<file path="config.mk">
export PLATFORM = sky130hd
export DESIGN_NAME = uart_tx_arbiter
export DESIGN_NICKNAME = d
export VERILOG_FILES = /design/src/rtl/uart_tx_arbiter.sv
export SDC_FILE = /design/constraint.sdc
export NUM_CORES = 1
export LEC_CHECK = 0
export CORE_ASPECT_RATIO = 0.7
export CORE_UTILIZATION = 45
export CTS_CLUSTER_SIZE = 40
export DETAILED_ROUTE_END_ITERATION = 8
export GPL_TIMING_DRIVEN = 0
export MAX_ROUTING_LAYER = met4
export PLACE_DENSITY_LB_ADDON = 0.25
export SLEW_MARGIN = 20
export SYNTH_ARGS = -nofsm -noshare
export SYNTH_HDL_FRONTEND = slang
export SYNTH_SLANG_ARGS = --single-unit
</file>
<file path="constraint.sdc">
create_clock -name CLOCK -period 2.57 [get_ports CLOCK]
set_input_delay 0.514 -clock CLOCK [delete_from_list [all_inputs] [get_ports CLOCK]]
set_output_delay 0.514 -clock CLOCK [all_outputs]
set_load 0.02 [all_outputs]
</file>
<file path="src/rtl/uart_tx_arbiter.sv">
// -----------------------------------------------------------------------------
// uart_tx_arbiter
//   Shares one UART transmitter byte interface among NREQ byte sources.
//   A round-robin arbiter picks a requester. With PACKET_LOCK it keeps that
//   requester granted until the last byte of its packet. Each byte is then
//   sequenced through the UART: a one-cycle write strobe, a wait for BUSY to
//   rise (bounded by TIMEOUT), and a wait for BUSY to fall. Only one byte is
//   outstanding at a time, and there is no buffering.
//
// Parameters
//   NREQ        number of requesters (2..8)
//   N           byte width, equal to the UART data width
//   PACKET_LOCK 1: hold the grant until a byte with REQ_LAST=1 is taken
//               0: re-arbitrate after every byte
//   TIMEOUT     cycles allowed for UART_BUSY to rise after the strobe (>=2)
//
// Ports
//   CLOCK, RESET_N  rising-edge clock; asynchronous active-low reset
//   REQ_VALID[i]    requester i presents a byte
//   REQ_DATA        requester i drives bits [i*N +: N]
//   REQ_LAST[i]     the byte presented by requester i ends its packet
//   REQ_READY[i]    one-hot, combinational accept; the byte is taken when
//                   REQ_VALID[i] & REQ_READY[i]
//   UART_DATAI      accepted byte; held until the next acceptance
//   UART_WR         one-cycle write strobe, the cycle after acceptance
//   UART_BUSY       UART transmitter busy (may also come from another sender)
//   GRANT_ID        index of the last accepted requester
//   ACTIVE          a byte is in flight (the arbiter is not idle)
//   ERR_TIMEOUT     sticky: UART_BUSY did not rise within TIMEOUT cycles
//   CLR_ERR         synchronous clear of ERR_TIMEOUT; a new timeout wins
// -----------------------------------------------------------------------------
module uart_tx_arbiter #(
  parameter int unsigned NREQ        = 4,
  parameter int unsigned N           = 8,
  parameter int unsigned PACKET_LOCK = 1,
  parameter int unsigned TIMEOUT     = 1024
) (
  input  logic                      CLOCK,
  input  logic                      RESET_N,
  input  logic [NREQ-1:0]           REQ_VALID,
  input  logic [NREQ*N-1:0]         REQ_DATA,
  input  logic [NREQ-1:0]           REQ_LAST,
  output logic [NREQ-1:0]           REQ_READY,
  output logic [N-1:0]              UART_DATAI,
  output logic                      UART_WR,
  input  logic                      UART_BUSY,
  output logic [$clog2(NREQ)-1:0]   GRANT_ID,
  output logic                      ACTIVE,
  output logic                      ERR_TIMEOUT,
  input  logic                      CLR_ERR
);

  localparam int unsigned IDW = $clog2(NREQ);
  localparam int unsigned CW  = $clog2(TIMEOUT);
  localparam logic [CW-1:0]  CNT_LAST  = CW'(TIMEOUT - 1);
  localparam logic [IDW-1:0] PTR_RESET = IDW'(NREQ - 1);

  typedef enum logic [1:0] {
    ST_ARB       = 2'd0,
    ST_ISSUE     = 2'd1,
    ST_WAIT_BUSY = 2'd2,
    ST_WAIT_DONE = 2'd3
  } state_t;

  state_t          r_state;
  state_t          w_state_nxt;
  logic [IDW-1:0]  r_ptr;
  logic [IDW-1:0]  r_grant;
  logic            r_lock;
  logic [CW-1:0]   r_cnt;
  logic [N-1:0]    r_data;
  logic            r_err;

  logic            w_found;
  logic [IDW-1:0]  w_sel;
  logic            w_accept;
  logic [N-1:0]    w_sel_data;
  logic            w_sel_last;
  logic            w_lock_nxt;
  logic            w_timeout;

  // Requester selection: the locked owner only, else the first valid
  // requester after the round-robin pointer.
  always_comb begin : p_select
    logic [IDW-1:0] cand;
    cand    = '0;
    w_found = 1'b0;
    w_sel   = '0;
    if (r_lock) begin
      w_found = REQ_VALID[r_grant];
      w_sel   = r_grant;
    end else begin
      for (int unsigned k = 1; k <= NREQ; k++) begin
        cand = IDW'((32'(r_ptr) + k) % NREQ);
        if (!w_found && REQ_VALID[cand]) begin
          w_found = 1'b1;
          w_sel   = cand;
        end
      end
    end
  end

  // A byte is taken only while idle and while nobody else drives the UART.
  assign w_accept   = (r_state == ST_ARB) && w_found && !UART_BUSY;
  assign w_sel_data = REQ_DATA[32'(w_sel) * N +: N];
  assign w_sel_last = REQ_LAST[w_sel];
  assign w_lock_nxt = (PACKET_LOCK != 0) && !w_sel_last;
  assign w_timeout  = (r_state == ST_WAIT_BUSY) && !UART_BUSY && (r_cnt == CNT_LAST);

  // Ready is combinational so the source sees it in the accepting cycle;
  // it is forced low while reset is asserted.
  assign REQ_READY = (w_accept && RESET_N) ? (NREQ'(1) << w_sel) : '0;

  // State register.
  always_ff @(posedge CLOCK or negedge RESET_N) begin
    if (!RESET_N) begin
      r_state <= ST_ARB;
    end else begin
      r_state <= w_state_nxt;
    end
  end

  // Next-state logic.
  always_comb begin
    w_state_nxt = r_state;
    case (r_state)
      ST_ARB: begin
        if (w_accept) w_state_nxt = ST_ISSUE;
      end
      ST_ISSUE: begin
        w_state_nxt = ST_WAIT_BUSY;
      end
      ST_WAIT_BUSY: begin
        if (UART_BUSY)      w_state_nxt = ST_WAIT_DONE;
        else if (w_timeout) w_state_nxt = ST_ARB;
      end
      ST_WAIT_DONE: begin
        if (!UART_BUSY) w_state_nxt = ST_ARB;
      end
      default: begin
        w_state_nxt = ST_ARB;
      end
    endcase
  end

  // Datapath: captured byte, grant, lock, pointer, timeout counter, error.
  always_ff @(posedge CLOCK or negedge RESET_N) begin
    if (!RESET_N) begin
      r_data  <= '0;
      r_grant <= '0;
      r_lock  <= 1'b0;
      r_ptr   <= PTR_RESET;
      r_cnt   <= '0;
      r_err   <= 1'b0;
    end else begin
      if (w_accept) begin
        r_data  <= w_sel_data;
        r_grant <= w_sel;
        r_lock  <= w_lock_nxt;
        // The pointer only moves once the grant is released.
        if (!w_lock_nxt) r_ptr <= w_sel;
      end

      if (r_state == ST_ISSUE) begin
        r_cnt <= '0;
      end else if ((r_state == ST_WAIT_BUSY) && !UART_BUSY && !w_timeout) begin
        r_cnt <= r_cnt + CW'(1);
      end

      // A lost byte releases the grant; its owner goes to the back of the line.
      if (w_timeout) begin
        r_lock <= 1'b0;
        r_ptr  <= r_grant;
      end

      if (w_timeout)    r_err <= 1'b1;
      else if (CLR_ERR) r_err <= 1'b0;
    end
  end

  assign UART_WR     = (r_state == ST_ISSUE);
  assign ACTIVE      = (r_state != ST_ARB);
  assign UART_DATAI  = r_data;
  assign GRANT_ID    = r_grant;
  assign ERR_TIMEOUT = r_err;

endmodule

</file>
==> impl_metrics.yaml <==
critical_path:
  critPathCaptureType: "primary output"
  cp.arrival_ps: 2030
  reg2reg_slack_ps: 480
  worstSetupPathType: "reg -> out"
  rr_startpoint: "r_ptr[1]$_DFFE_PN1P_"
  r2r-end: "UART_DATAI[4]$_DFFE_PN0P_"
  rr_worst_depth: 7
  worst_ep_required_time_ps: 2060
  cp-start-kind: "register"
  worstPathMaxFanout: 7
cells_and_area:
  syn2layout_area_growth_pct: 50.0
  nNetsFinal: 294
  diodes: 0
  drive_gt1_share_pct: 23.8
yosys:
  synth_top_cell_by_area: "dfrtp_1"
  synth_edf_count: 0
  seq_area_frac_synth_pct: 37.6
  synth_cell_types: 44
  synth.avg_cell_area_um2: 9.93
  syn_area_um2: 1740
  yosys.area_share.simple_pct: 20.0
  synth-compound-area-share_pct: 10.6
  synth_top_family_by_area: "multiplexers"
  synthAdderAreaFrac_pct: 0.720
  synth-xor-area-share_pct: 3.02
  muxShareOfSynthArea_pct: 23.3
  ys.flop_type: "dfrtp_1"
  ys_warn_count: 0
  async_flop_share_pct: 100
  synth_seq_cells: 26
  syn_inst: 175
  yosysTopAreaCellShare_pct: 34.6
  syn-num-nets: 220
  ys_top_cells_by_area: "dfrtp_1, mux2i_1, mux2_2"
grt:
  grt_max_degree: 31
  grt_pass1_wl_um: 6980
  use_met2_pct: 36.3
  grt_pass1_vias: 1533
  gr-usage-met1_pct: 29.1
  grt.overflow.total: 0
  grt_use_met3_pct: 5.93
  top_usage_layer: "met2"
  grt_usage_pct: 22.5
  antenna_found_initial: 0
floorplanning:
  start_util_pct: 48.2
  ios: 61
  rows: 18
  die_w_um: 76.3
  die-area_um2: 4120
  core-area_um2: 3600
  die_h_um: 54.0
routing:
  vias: 1565
  wl_um: 4220
  wl_per_cell_um: 14.2
  dr.pass1.iters: 4
  final_antenna_net_count: 0
  drc: 0
  dr.first_iter.drc_count: 83
  via_per_inst: 5.25
clocking:
  cts_made_buffers: 3
  htree_levels: 1
  clock_path_buffers: 2
  cts_tree: "built"
  clock-sinks: 26
  postCtsHoldBufs: 0
  clk_pin_slew_ps: 90
  clock-root-buffer: "clkbuf_8"
  clk_latency_ps: 270
sta:
  layout_setup_ws_ps: 26.2
  rsz0062_at_grt: "yes"
  fin_crit_sh_pct: 99.0
  slew_violations: 0
  skew_ps: 7.06
  hold_viol_final: 0
  tns_ps: 0
  fmax_mhz: 393
  tightestPinTransition_ps: 629
  timing.slew.headroom_pct: 58.1
  fin_crit_ps: 2540
  finalSetupViolCount: 0
  whs_ps: 254
power_and_ir_drop:
  irDropWorstVdd_uv: 602
  p_leak_uw: 0.00112
  power_density_nw_per_um2: 1000
placed_design:
  gp_congestion: 0.838
  dp_hpwl_um: 3120
  numPortBuffers: 60
  place_ws_ps: -1180
hold_path:
  hp-class: "in -> async"
flow_run:
  maxCapViolations: 0
outcome:
  status: "finished, final reports clean"
worst max path at each step:
stage / cells past startpoint / startpoint / slack, ps / to
after global placement: 8 / REQ_VALID[1] / -1150 / REQ_READY[0]
final: 6 / r_ptr[0]$_DFFE_PN1P_ / 30 / REQ_READY[2]
after CTS: 7 / r_ptr[0]$_DFFE_PN1P_ / -10 / REQ_READY[2]
after detailed placement: 8 / REQ_VALID[1] / -1180 / REQ_READY[0]
after global routing: 6 / r_ptr[0]$_DFFE_PN1P_ / -50 / REQ_READY[2]
after floorplan: 6 / GRANT_ID[1]$_DFFE_PN0P_ / 70 / REQ_READY[0]
per-stage QoR:
| stage | total power (uW) | utilization [%] | instances | area, um2 |
|---|---|---|---|---|
| after floorplan | 1630 | - | 175 | 1740 |
| after global placement | 2070 | 66.8 | 285 | 2410 |
| after detailed placement | 2100 | 66.6 | 285 | 2400 |
| after CTS | 2630 | 72.2 | 297 | 2600 |
| after global routing | 2790 | 72.4 | 298 | 2610 |
| final | 2620 | 72.4 | 298 | 2610 |
cell usage after synthesis, drive strengths merged, types with 2 or more instances:
| master | count |
|---|---|
| nor3 | 8 |
| nand2 | 8 |
| nand2b | 7 |
| nor3b | 3 |
| o21a | 3 |
| inv | 6 |
| dfrtp | 24 |
| o21ai | 7 |
| o22ai | 3 |
| dfstp | 2 |
| xnor2 | 5 |
| nor2 | 14 |
| a21oi | 5 |
| buf | 7 |
| or2 | 2 |
| o31ai | 2 |
| mux2 | 9 |
| or3 | 5 |
| clkbuf | 2 |
| nand3 | 4 |
| and4 | 2 |
| mux2i | 28 |
worst max-delay path: stages, from the launching register on:
cell and delay [ps]:
dfstp_2 550, nand2b_4 130, a21boi_2 60, o41a_1 470
buf_8 160, and4bb_2 280, buf_6 120
final cells by class:
cell class              instances  area [um2]
clock buffers                   3        41.3
fillers                       285         996
repair buffers                 71         649
flip-flops and latches         26         654
plain buffers                   7        70.1
multi-input cells             134        1080
inverters                       6        22.5
well taps                      50        62.6
clock inverters                 1        30.0
power by group:
part / internal (uW) / switching [uW]
Clock: 208 / 123
Combinational: 862 / 724
Sequential: 556 / 145
Total: 1630 / 992
what timing repair did:
action                                  CTS  global route
setup buffers                             8             3
endpoints found under the hold margin     0             0
gates resized for setup                  48            11
endpoints found under the setup margin    4             5
pin swaps                                 4             4
kinds of logic after synthesis:
logic type,after synthesis
AND/OR/NAND/NOR,62
multiplexers,38
AO/OA/AOI/OAI,27
flip-flops,26
buffers and inverters,15
XOR/XNOR,6
adder cells (fa/ha/maj),1
sequential cells by signal, indices dropped and copies added, names as in the netlist:
| register | flops |
|---|---|
| r_state | 2 |
| GRANT_ID | 2 |
| r_lock | 1 |
| r_ptr | 2 |
| r_cnt | 10 |
| ERR_TIMEOUT | 1 |
| UART_DATAI | 8 |
placed cells by master (no fill, tap or decap), types with 2 or more instances in the layout:
master,n
o31ai_1,2
nor3_1,7
nand2b_1,5
o21ai_0,7
nand2_1,8
o22ai_1,3
buf_6,5
nor2_1,13
nand2b_4,2
clkdlybuf4s50_1,51
inv_1,6
buf_4,13
mux2_2,9
dfstp_2,2
and4_1,2
a21oi_1,4
nand3_1,4
or3_1,5
o21a_1,3
clkbuf_8,3
clkbuf_2,3
xnor2_1,5
buf_2,5
dfrtp_1,23
mux2i_1,27
routing by layer:
metal | wire length, um | up-vias
met4 | 31 | 0
met3 | 340 | 4
met1 | 2010 | 728
met5 | 0 | -
li1 | - | 780
met2 | 1840 | 53
(Power assumes the default switching activity.)
